===== config.mk =====
export PLATFORM = sky130hd
export DESIGN_NAME = mul8_sequencer_flat
export DESIGN_NICKNAME = d
export VERILOG_FILES = /design/src/rtl/mul8_sequencer_if.sv /design/src/rtl/mul8_sequencer.sv /design/src/flat_wrapper.sv
export SDC_FILE = /design/constraint.sdc
export NUM_CORES = 1
export LEC_CHECK = 0
export ABC_CLOCK_PERIOD_IN_PS = 6300
export CORE_MARGIN = 1.5
export CORE_UTILIZATION = 45
export DETAILED_ROUTE_END_ITERATION = 10
export PLACE_DENSITY = 0.75
export SLEW_MARGIN = 20
export SYNTH_ARGS = -nofsm -noshare
export SYNTH_HDL_FRONTEND = slang
export SYNTH_HIERARCHICAL = 1
export SYNTH_SLANG_ARGS = --single-unit

===== constraint.sdc =====
create_clock -name clk -period 6.3 [get_ports clk]
set_input_delay 0.945 -clock clk [delete_from_list [all_inputs] [get_ports clk]]
set_output_delay 0.945 -clock clk [all_outputs]
set_load 0.01 [all_outputs]

===== src/rtl/mul8_sequencer_if.sv =====
// Start/busy/done handshake bundle between the operation decoder (master)
// and the 8x8 multiply sequencer (slave).
interface mul8_sequencer_if;
  logic        start;
  logic [7:0]  a;
  logic [7:0]  b;
  logic [15:0] product;
  logic        busy;
  logic        done;

  modport master (output start, output a, output b,
                  input  product, input busy, input done);
  modport slave  (input  start, input a, input b,
                  output product, output busy, output done);
endinterface


===== src/rtl/mul8_sequencer.sv =====
// Multi-cycle 8x8->16 multiplier built from one shared 4x4 multiplier.
// Optional two's-complement operands when MUL_SEQ_SIGNED_EN is defined.
module multiplier (
  input  logic [3:0] x,
  input  logic [3:0] y,
  output logic [7:0] p
);
  assign p = 8'(x) * 8'(y);
endmodule

module mul8_sequencer (
  input  logic              clk,
  input  logic              rst,
  mul8_sequencer_if.slave   bus
);
  localparam int unsigned OP_W  = 8;
  localparam int unsigned NIB_W = 4;
  localparam int unsigned PP_W  = 8;
  localparam int unsigned ACC_W = 16;
  localparam int unsigned K_W   = 2;

  typedef enum logic [1:0] {IDLE, RUN, DONE} state_t;

  state_t             state, state_n;
  logic [K_W-1:0]     k, k_n;
  logic [OP_W-1:0]    op_a, op_a_n;
  logic [OP_W-1:0]    op_b, op_b_n;
  logic [ACC_W-1:0]   acc, acc_n;
  logic [ACC_W-1:0]   product, product_n;
  logic               busy, busy_n;
  logic               done, done_n;
`ifdef MUL_SEQ_SIGNED_EN
  logic               sign, sign_n;
`endif

  logic [NIB_W-1:0]   nib_a, nib_b;
  logic [PP_W-1:0]    pp;
  logic [ACC_W-1:0]   pp_shifted;
  logic [ACC_W-1:0]   sum;
  logic [ACC_W-1:0]   result;

  // k[0] picks the high nibble of a, k[1] the high nibble of b
  assign nib_a = k[0] ? op_a[7:4] : op_a[3:0];
  assign nib_b = k[1] ? op_b[7:4] : op_b[3:0];

  multiplier u_mult (
    .x (nib_a),
    .y (nib_b),
    .p (pp)
  );

  always_comb begin
    pp_shifted = ACC_W'(pp);
    case (k)
      2'd0:    pp_shifted = ACC_W'(pp);
      2'd3:    pp_shifted = ACC_W'(pp) << 8;
      default: pp_shifted = ACC_W'(pp) << 4;
    endcase
  end

  assign sum = acc + pp_shifted;

`ifdef MUL_SEQ_SIGNED_EN
  assign result = sign ? ACC_W'(-sum) : sum;
`else
  assign result = sum;
`endif

  // Next-state and datapath update
  always_comb begin
    state_n   = state;
    k_n       = k;
    op_a_n    = op_a;
    op_b_n    = op_b;
    acc_n     = acc;
    product_n = product;
`ifdef MUL_SEQ_SIGNED_EN
    sign_n    = sign;
`endif
    case (state)
      IDLE: begin
        if (bus.start) begin
          state_n = RUN;
          k_n     = '0;
          acc_n   = '0;
`ifdef MUL_SEQ_SIGNED_EN
          // -128 negates to itself, which is the correct 8-bit magnitude 0x80
          op_a_n  = bus.a[7] ? OP_W'(-bus.a) : bus.a;
          op_b_n  = bus.b[7] ? OP_W'(-bus.b) : bus.b;
          sign_n  = bus.a[7] ^ bus.b[7];
`else
          op_a_n  = bus.a;
          op_b_n  = bus.b;
`endif
        end
      end
      RUN: begin
        acc_n = sum;
        k_n   = k + K_W'(1);
        if (k == K_W'(3)) begin
          state_n   = DONE;
          product_n = result;
        end
      end
      DONE: begin
        state_n = IDLE;
      end
      default: begin
        state_n = IDLE;
      end
    endcase
    busy_n = (state_n != IDLE);
    done_n = (state_n == DONE);
  end

  always_ff @(posedge clk) begin
    if (rst) begin
      state   <= IDLE;
      k       <= '0;
      op_a    <= '0;
      op_b    <= '0;
      acc     <= '0;
      product <= '0;
      busy    <= 1'b0;
      done    <= 1'b0;
`ifdef MUL_SEQ_SIGNED_EN
      sign    <= 1'b0;
`endif
    end else begin
      state   <= state_n;
      k       <= k_n;
      op_a    <= op_a_n;
      op_b    <= op_b_n;
      acc     <= acc_n;
      product <= product_n;
      busy    <= busy_n;
      done    <= done_n;
`ifdef MUL_SEQ_SIGNED_EN
      sign    <= sign_n;
`endif
    end
  end

  assign bus.product = product;
  assign bus.busy    = busy;
  assign bus.done    = done;
endmodule


===== src/flat_wrapper.sv =====
// flat-port wrapper written by rule: the top's interface ports become plain ports
module mul8_sequencer_flat 
  (clk, rst, bus_start, bus_a, bus_b, bus_product, bus_busy, bus_done);
  mul8_sequencer_if bus_i ();
  input  logic clk;
  input  logic rst;
  input wire logic [$bits(bus_i.start)-1:0] bus_start;
  input wire logic [$bits(bus_i.a)-1:0] bus_a;
  input wire logic [$bits(bus_i.b)-1:0] bus_b;
  output wire logic [$bits(bus_i.product)-1:0] bus_product;
  output wire logic [$bits(bus_i.busy)-1:0] bus_busy;
  output wire logic [$bits(bus_i.done)-1:0] bus_done;
  assign bus_i.start = bus_start;
  assign bus_i.a = bus_a;
  assign bus_i.b = bus_b;
  assign bus_product = bus_i.product;
  assign bus_busy = bus_i.busy;
  assign bus_done = bus_i.done;
  mul8_sequencer u_core (.clk(clk), .rst(rst), .bus(bus_i));
endmodule

* Yosys cells after proc, flatten, opt, wreduce, memory -nomap -nowiden *
Cells that the tools add are included.

storage, ports and cells
  register bits = 54
  output and inout bits = 18
  logic and storage cells = 32

operators by class
  add/subtract/negate cells = 2
  multiply operators = 1
  eq/ne operators = 4
  multiplexer cells = 10
  reduce and logical (&&, ||, !) cells = 7

operators with widths
  kind                                                  count
  one-hot mux 16 bit (2 select lines)                   2
  adder 16 bit                                          1
  two-way mux 16 bit                                    1
  multiplier 4 x 4 -> 8 bit                             1
  two-way mux 4 bit                                     2
  one-hot mux 2 bit (2 select lines)                    2
  two-way mux 2 bit                                     3
  AND reduction 2 bit                                   3
  equality test 2 bit (second input constant)           2
  logical NOT 2 bit                                     2
  nonzero test 2 bit                                    2
  adder 2 x 1 -> 2 bit (second input constant)          1
  equality test 2 x 1 -> 1 bit (second input constant)  1
  != test 2 bit (second input constant)                 1

* Longest topological paths before layout *
Gate-level depths: netlist of the first run.

  depth in word-level cells = 5
  mapped depth = 19
  mapped depth without buffers = 18

* Cells and area by module *
The synthesis of the first run kept the hierarchy.

modules (own cells, without submodules)
  module          instances  cells an instance  area each (µm²)  seq. area each (µm²)
  mul8_sequencer  1          358                2851.5           1081.0
  multiplier      1          51                 447.9            0.0

* Least setup slack after synthesis of the first run *
Ideal clock, no wire load.

  kind = reg2reg
  start = reg u_core.k[1]
  end = reg u_core.acc[12]
  arrival time = 4365 ps
  path slack = 1818 ps
  cell stages (with the launch flop) = 19
  buffers on the path = 0
  path through = dfxtp_1 mux2_2 nand2_1 fa_1 inv_1 fa_1 ha_1 a211oi_1 or4b_1 o2111ai_1 nand2_1 o21ai_0 ha_1 a21oi_1 o21ai_0 a31oi_2 o21ai_1 xor2_1 a22o_1

between the ends
  cells in the longest elaborated chain, start to end = 5

ends and longest elaborated chain
  item                                 RTL line               source
  start: declaration                   mul8_sequencer.sv:25   logic [K_W-1:0] k, k_n;
  start signal: assignment             mul8_sequencer.sv:131  k <= k_n;
  two-way mux 4 bit                    mul8_sequencer.sv:44   assign nib_b = k[1] ? op_b[7:4] : op_b[3:0];
  named net u_core.nib_b[2]            mul8_sequencer.sv:36   logic [NIB_W-1:0] nib_a, nib_b;
  multiplier 4 x 4 -> 8 bit            mul8_sequencer.sv:8    assign p = 8'(x) * 8'(y);
  named net u_core.pp[7]               mul8_sequencer.sv:37   logic [PP_W-1:0] pp;
  one-hot mux 16 bit (2 select lines)  mul8_sequencer.sv:54   case (k)
  adder 16 bit                         mul8_sequencer.sv:61   assign sum = acc + pp_shifted;
  one-hot mux 16 bit (2 select lines)  mul8_sequencer.sv:80   case (state)
  end signal: assignment               mul8_sequencer.sv:134  acc <= acc_n;
  end: declaration                     mul8_sequencer.sv:28   logic [ACC_W-1:0] acc, acc_n;

The timed path passes the listed nets, and every way through them passes these cells.
A chain may end at the register's enable or synchronous reset.

* Worst setup path after layout of the first run *
  start = reg u_core.k[1]
  end = reg u_core.product[13], in the netlist u_core/bus.product[13]

between the ends
  cells in the longest elaborated chain, start to end = 4

ends and longest elaborated chain
  item                                 RTL line               source
  two-way mux 4 bit                    mul8_sequencer.sv:44
  named net u_core.nib_b[2]            mul8_sequencer.sv:36
  multiplier 4 x 4 -> 8 bit            mul8_sequencer.sv:8
  named net u_core.pp[6]               mul8_sequencer.sv:37
  one-hot mux 16 bit (2 select lines)  mul8_sequencer.sv:54
  adder 16 bit                         mul8_sequencer.sv:61
  end signal: assignment               mul8_sequencer.sv:135  product <= product_n;
  end: declaration                     mul8_sequencer.sv:29   logic [ACC_W-1:0] product, product_n;

The timed path passes the listed nets, and every way through them passes these cells.

==> out/qor.yml, run 1 <==
status: "completed"
worst_pin_slew_ns: 0.827
p_switching_uw: 159
vias: 2845
max_slew_margin_pct: 44.8
grt_pass1_vias: 2527
insertedDiodeCount: 0
crit_fanout: 7
cp.required_ns: 6.48
cap_violations: 0
synth_top_area_cell: "dfxtp_1"
globalRoute.totalOverflow: 0
hpwl_microns: 5470
cp-start-kind: "flop"
num_rows: 31
ys_seq_area_share_pct: 32.8
peakVddDrop_uv: 77.8
fillCellCount: 686
met1_usage_pct: 27.4
ys_async_sr_fraction_pct: 0
synth_commonest_cells: "nand2_1 (88), dfxtp_1 (54), a21oi_1 (44), ha_1 (30), o21ai_0 (26)"
postCtsHoldBufs: 0
nNetsFinal: 486
place_area_sq_um: 3710
synth_warnings: 6
p_seq_share_pct: 54.2
critPathMaxStageDelay_ns: 0.50
cp_slowest_cell: "dfxtp_1"
p_leak_uw: 0.00159
arrival_ns: 5.17
worstSetupPathType: "flop to flop"
post_cts_buffers: 0
setup_viol: 0
clockPowerShare_pct: 35.7
synth.distinct_cells: 42
slew_viol_final: 0
ios: 37
finalCritPeriodShare_pct: 79.1
die_h_microns: 88.6
yosysMostFrequentCell: "nand2_1"
start_util_pct: 46.0
clockBufferDepth: 2
whs_ns: 0.456
drc: 0
final_hold_viol_count: 0
final_layout_size_suffix_gt1_share_pct: 4.85
synth_edf_count: 0
use_met2_pct: 30.9
synth_top_area_share_pct: 32.8
avgSynthCellArea_sq_um: 8.07
track_usage_pct: 19.6
cts_tree: "done"
drtIter0Drc: 140
syn2layout_area_growth_pct: 15.7
ctsResizeCount: 0
cts-root-buf: "clkbuf_8"
synth_nets: 463
totalNegativeSetupSlack_ns: 0
synth_seq_cells: 54
h-tree-depth: 2
sw_frac_of_total_pct: 24.4
wl_per_cell_microns: 13.7
grt_max_degree: 42
min_period_ns: 4.99
cp_cell_sequence: "mux2_2, nand2_1, fa_1, inv_1, fa_1, fa_1, a21o_2, a21oi_1, xnor2_1, nand2_1, o21ai_0, ha_1, nand2_1, a211oi_1, o32ai_1, xor2_1, a21oi_1"
core_sq_um: 7180
max_freq_mhz: 201
clk-insertion-delay-late_ns: 0.31
antenna_found_initial: 0
p_per_area_nw_per_um2: 171
syn-cell-area_sq_um: 3300
top_usage_layer: "met2"
final_area_sq_um: 3820
cp-end-kind: "flop"
regArea_sq_um: 1080
comb_power_share_pct: 10.1
viasPerCell: 5.35
grt_use_met3_pct: 3.08
die_x_microns: 88.6
syn_inst: 409
port_buffers: 36
grt_pass1_wl_microns: 11900
drt-total-wl_microns: 7280
fp.dieArea_sq_um: 7850
synth_ff_type: "dfxtp_1"
synth_area_leaders: "dfxtp_1 (33%), ha_1 (11%), nand2_1 (10%)"
rsz0062_at_grt: "no"
min_path_type: "flop to flop"
finClkSkew_ns: 0.00684
ant_nets: 0
cts_made_buffers: 5
path_clk_slew_ns: 0.10
firstDrtPassIters: 4
p_int_uw: 495
clock_sinks: 54
multi_input_area_sq_um: 2100
gp_congestion: 0.900
cell usage in the layout (no fill, tap or decap), types with 4 or more instances in the layout:
| master | Yosys | routed |
|---|---|---|
| nand2_1 | 88 | 88 |
| dfxtp_1 | 54 | 54 |
| a21oi_1 | 44 | 44 |
| clkdlybuf4s50_1 | 0 | 36 |
| ha_1 | 30 | 30 |
| o21ai_0 | 26 | 26 |
| and2_1 | 25 | 25 |
| nor2_1 | 16 | 16 |
| inv_1 | 10 | 10 |
| xnor2_1 | 9 | 9 |
| xor2_1 | 9 | 9 |
| mux2_2 | 8 | 8 |
| a22oi_1 | 7 | 7 |
| a22o_1 | 6 | 6 |
| clkbuf_8 | 0 | 5 |
| a211oi_1 | 5 | 5 |
| a21o_1 | 5 | 5 |
| fa_1 | 5 | 5 |
| nor3_1 | 4 | 4 |
| and3_1 | 4 | 4 |
| nand3_1 | 4 | 4 |
state kept, by name, indices dropped and copies added, names as in the netlist:
register            count
u_core/op_a             8
u_core/bus.product     16
u_core/bus.busy         1
u_core/state            2
u_core/acc             16
u_core/bus.done         1
u_core/k                2
u_core/op_b             8
critical path: cells and delay by family, from the launching register on:
family / cells / cell delay [ns]
simple gates: 3 / 0.33
xor+xnor: 2 / 0.44
mux: 1 / 0.41
buf+inv: 1 / 0.10
compound gates: 6 / 1.45
fa+ha+maj: 4 / 1.60
flops: 1 / 0.50
path summary, 6_finish.rpt:
path                                             from                     end  slack [ns]  depth (start not counted)
worst min-delay path            u_core/bus.product[6]   u_core/bus.product[6]        0.46                          2
worst min register to register  u_core/bus.product[6]   u_core/bus.product[6]        0.46                          2
worst max register to register            u_core/k[1]  u_core/bus.product[13]        1.31                         17
worst max-delay path                      u_core/k[1]  u_core/bus.product[13]        1.31                         17
through the flow:
step,utilization [%],setup WS [ns],std cells,total power [uW]
2_1_floorplan,-,1.82,409,404
3_3_place_gp,51.7,1.53,524,426
3_5_place_dp,51.7,1.35,524,428
4_1_cts,53.2,1.35,532,661
5_1_grt,53.2,0.979,532,683
6_report,53.2,1.31,532,654
cell type report:
class | instances | share of cell area, %
flip-flops and latches | 54 | 28.3
multi-input cells | 324 | 55.0
inverters | 10 | 0.984
repair buffers | 37 | 9.64
clock inverters | 3 | 1.05
well taps | 99 | 3.25
clock buffers | 5 | 1.80
routing by layer:
metal  routed length, microns  vias to the layer above
li1                         -                     1462
met1                     3580                     1318
met2                     3390                       57
met3                      218                        8
met4                       91                        0
met5                        0                        -
power by group through the flow:
stage | Clock (uW) | Sequential, uW | Combinational (uW)
after detailed placement | 0 | 362 | 65.5
after global routing | 254 | 356 | 73.1
final | 233 | 355 | 66.2
after global placement | 0 | 362 | 63.9
after CTS | 240 | 354 | 66.0
after floorplan | 0 | 361 | 43.5
cells by family after synthesis:
kind of cell	count (synthesis)	synth area share, %
buffers and inverters	31	3.68
AO/OA/AOI/OAI	110	20.5
multiplexers	9	3.03
adder cells (fa/ha/maj)	35	14.4
AND/OR/NAND/NOR	152	20.9
flip-flops	54	32.8
XOR/XNOR	18	4.78
Power figures use the tool's default switching activity.
==> run 2: changes to the inputs <==
--- a/config.mk
+++ b/config.mk
@@ -5,11 +5,11 @@
 export SDC_FILE = /design/constraint.sdc
 export NUM_CORES = 1
 export LEC_CHECK = 0
-export ABC_CLOCK_PERIOD_IN_PS = 6300
+export ABC_CLOCK_PERIOD_IN_PS = 4000
 export CORE_MARGIN = 1.5
 export CORE_UTILIZATION = 45
 export DETAILED_ROUTE_END_ITERATION = 10
-export PLACE_DENSITY = 0.75
+export PLACE_DENSITY = 0.78
 export SLEW_MARGIN = 20
 export SYNTH_ARGS = -nofsm -noshare
 export SYNTH_HDL_FRONTEND = slang
==> constraint.sdc (replaced) <==
create_clock -name clk -period 4 [get_ports clk]
set_input_delay 0.6 -clock clk [delete_from_list [all_inputs] [get_ports clk]]
set_output_delay 0.6 -clock clk [all_outputs]
set_load 0.01 [all_outputs]
==> run 2 against run 1 <==
- largest power group unchanged
- combinational power is 95% higher
- via count is 13% higher
- sequential share of layout area is 4.4 points lower
- critical path depth is 2 higher
- non-clock buffer count is 51 higher
- cell count is 9.6% higher
- flip-flop and latch count stayed put
- design area is 19% higher
- worst setup slack worse by 1.8 ns
- maximum frequency is 10% higher
- die area stayed put
- utilization is 10 points higher
- the flow now finishes with violations (setup timing)
- critical path type unchanged
==> out/qor.yml, run 2 (same netlist as run 1, synthesis figures left out) <==
cap_violations: 0  # unchanged
grt_pass1_vias: 3059  # +21%
cp-end-kind: "flop"
clock_sinks: 54  # unchanged
final_area_sq_um: 4550  # +19%
holdPathStages: 2  # unchanged
top_regs: "u_core/acc: 16 flops, u_core/bus.product: 16 flops"
whs_ns: 0.466  # +0.00955 ns
utilization_pct: 63.4  # +10 points
hpwl_microns: 6230  # +14%
die_x_microns: 88.6  # unchanged
met2_length_microns: 4670  # +38%
gp_congestion: 0.934  # +3.8%
cp-start-kind: "flop"
drtIter0Drc: 298  # +110%
path_common_cell: "fa_2"
drt-total-wl_microns: 9410  # +29%
core_sq_um: 7180  # unchanged
p_per_area_nw_per_um2: 217  # +27%
postCtsHoldBufs: 0  # unchanged
nNetsFinal: 537  # +10%
min_period_ns: 4.53  # -0.459 ns
final_hold_viol_count: 0  # unchanged
wl_met1_microns: 4130  # +16%
min_path_type: "flop to flop"
place_area_sq_um: 4110  # +11%
syn2layout_area_growth_pct: 37.9
dr.max_layer_used: "met4"
rsz0062_at_grt: "yes"
cp_cell_sequence: "mux2_4, nand2_2, fa_1, inv_1, fa_2, fa_2, a21o_2, a21oi_4, xnor2_2, nand2_1, o21ai_2, ha_1, a21oi_2, o21a_1, o31ai_4, a31oi_2, buf_4, xor2_2, o21ai_1"
arrival_ns: 4.72  # -0.45 ns
ios: 37  # unchanged
final_layout_size_suffix_gt1_share_pct: 26.2  # +21 points
crit_fanout: 5  # -2
finClkSkew_ns: 0.00741  # +0.000568 ns
cts_tree: "done"
critPathMaxStageDelay_ns: 0.48  # -0.02 ns
fp.dieArea_sq_um: 7850  # unchanged
r2r_cells: 19  # +2
clockBufferDepth: 2  # unchanged
vias: 3221  # +13%
met3_length_microns: 423  # +94%
firstDrtPassIters: 5  # +1
ant_nets: 0  # unchanged
p_leak_uw: 0.00192  # +21%
max_freq_mhz: 221  # +10%
setup_viol: 21  # +21
drc: 0  # unchanged
setup_ws_ns: -0.526  # -1.84 ns
max_slew_margin_pct: 62.6  # +18 points
slew_viol_final: 0  # unchanged
cp_slowest_cell: "fa_2"
layout_common_cells: "nand2_1 (80), dfxtp_1 (52), buf_4 (50)"
globalRoute.totalOverflow: 0  # unchanged
antenna_found_initial: 0  # unchanged
port_buffers: 36  # unchanged
worst_pin_slew_ns: 0.562  # -0.265 ns
cp.required_ns: 4.19  # -2.29 ns
violations: "setup timing"
final_common_cell: "nand2_1"
path_clk_slew_ns: 0.10  # about the same
cts_made_buffers: 5  # unchanged
cts-root-buf: "clkbuf_8"
track_usage_pct: 23.8  # +4.3 points
grt_pass1_wl_microns: 14600  # +23%
clk-insertion-delay-late_ns: 0.31  # about the same
start_util_pct: 46.0  # unchanged
num_rows: 31  # unchanged
finalCritPeriodShare_pct: 113  # +34 points
fillCellCount: 567  # -17%
final_cells: 583  # +9.6%
status: "finished, violations left"
grt_max_degree: 42  # unchanged
dp.cells: 565  # +7.8%
wl_per_cell_microns: 16.1  # +18%
insertedDiodeCount: 0  # unchanged
viasPerCell: 5.52  # +3.3%
die_h_microns: 88.6  # unchanged
worstSetupPathType: "flop to flop"
h-tree-depth: 2  # unchanged
peakVddDrop_uv: 176  # +130%
run 2: layout make-up:
type                    instances  area (sq um)  share of cell area [%]
inverters                      10          37.5                   0.825
clock inverters                 1          7.51                   0.165
well taps                      99           124                    2.72
clock buffers                   7          76.3                    1.68
multi-input cells             324          2460                    54.0
repair buffers                 88           758                    16.7
flip-flops and latches         54          1090                    23.9
run 2: layer usage:
layer  track usage (%)  vias to the layer above
li1                  -                     1556
met1              31.5                     1543
met2              39.5                      103
met3              4.01                       19
met4              8.10                        0
met5                 0                        -
run 2: timing repair:
action	4_1_cts	5_1_grt
setup endpoints to repair	20	22
buffers inserted	7	4
resized for setup	36	24
gates cloned	0	0
pin swaps	20	7
run 2: metrics by stage:
step | setup WS, ns | total power, uW | setup TNS [ns]
3_5_place_dp | -0.489 | 689 | -5.62
3_3_place_gp | -0.335 | 686 | -2.98
6_report | -0.526 | 988 | -6.73
5_1_grt | -0.632 | 1020 | -9.37
4_1_cts | -0.379 | 990 | -4.71
2_1_floorplan | -0.161 | 641 | -0.457
run 2: power breakdown:
part	leakage (uW)	internal, uW	switching [uW]
logic	0.00144	60.4	68.9
registers	0.000440	549	9.71
clock network	0.0000385	124	175
total	0.00192	734	254
run 2: worst paths after layout:
kind,start,slack [ns],to
worst max register to register,u_core/k[0],-0.53,u_core/acc[11]
worst max-delay path,u_core/k[0],-0.53,u_core/acc[11]
worst min register to register,u_core/op_b[2],0.47,u_core/op_b[2]
worst min-delay path,u_core/op_b[2],0.47,u_core/op_b[2]
run 2: worst max-delay path: cells and delay by family, from the launching register on:
kind	cells	cell delay (ns)
muxes	1	0.33
and+or+nand+nor	2	0.18
xor gates and xnor gates	2	0.33
AOI/OAI and AO/OA	8	1.37
adders and majority gates	4	1.55
buffers and inverters	2	0.25
DFF	1	0.40
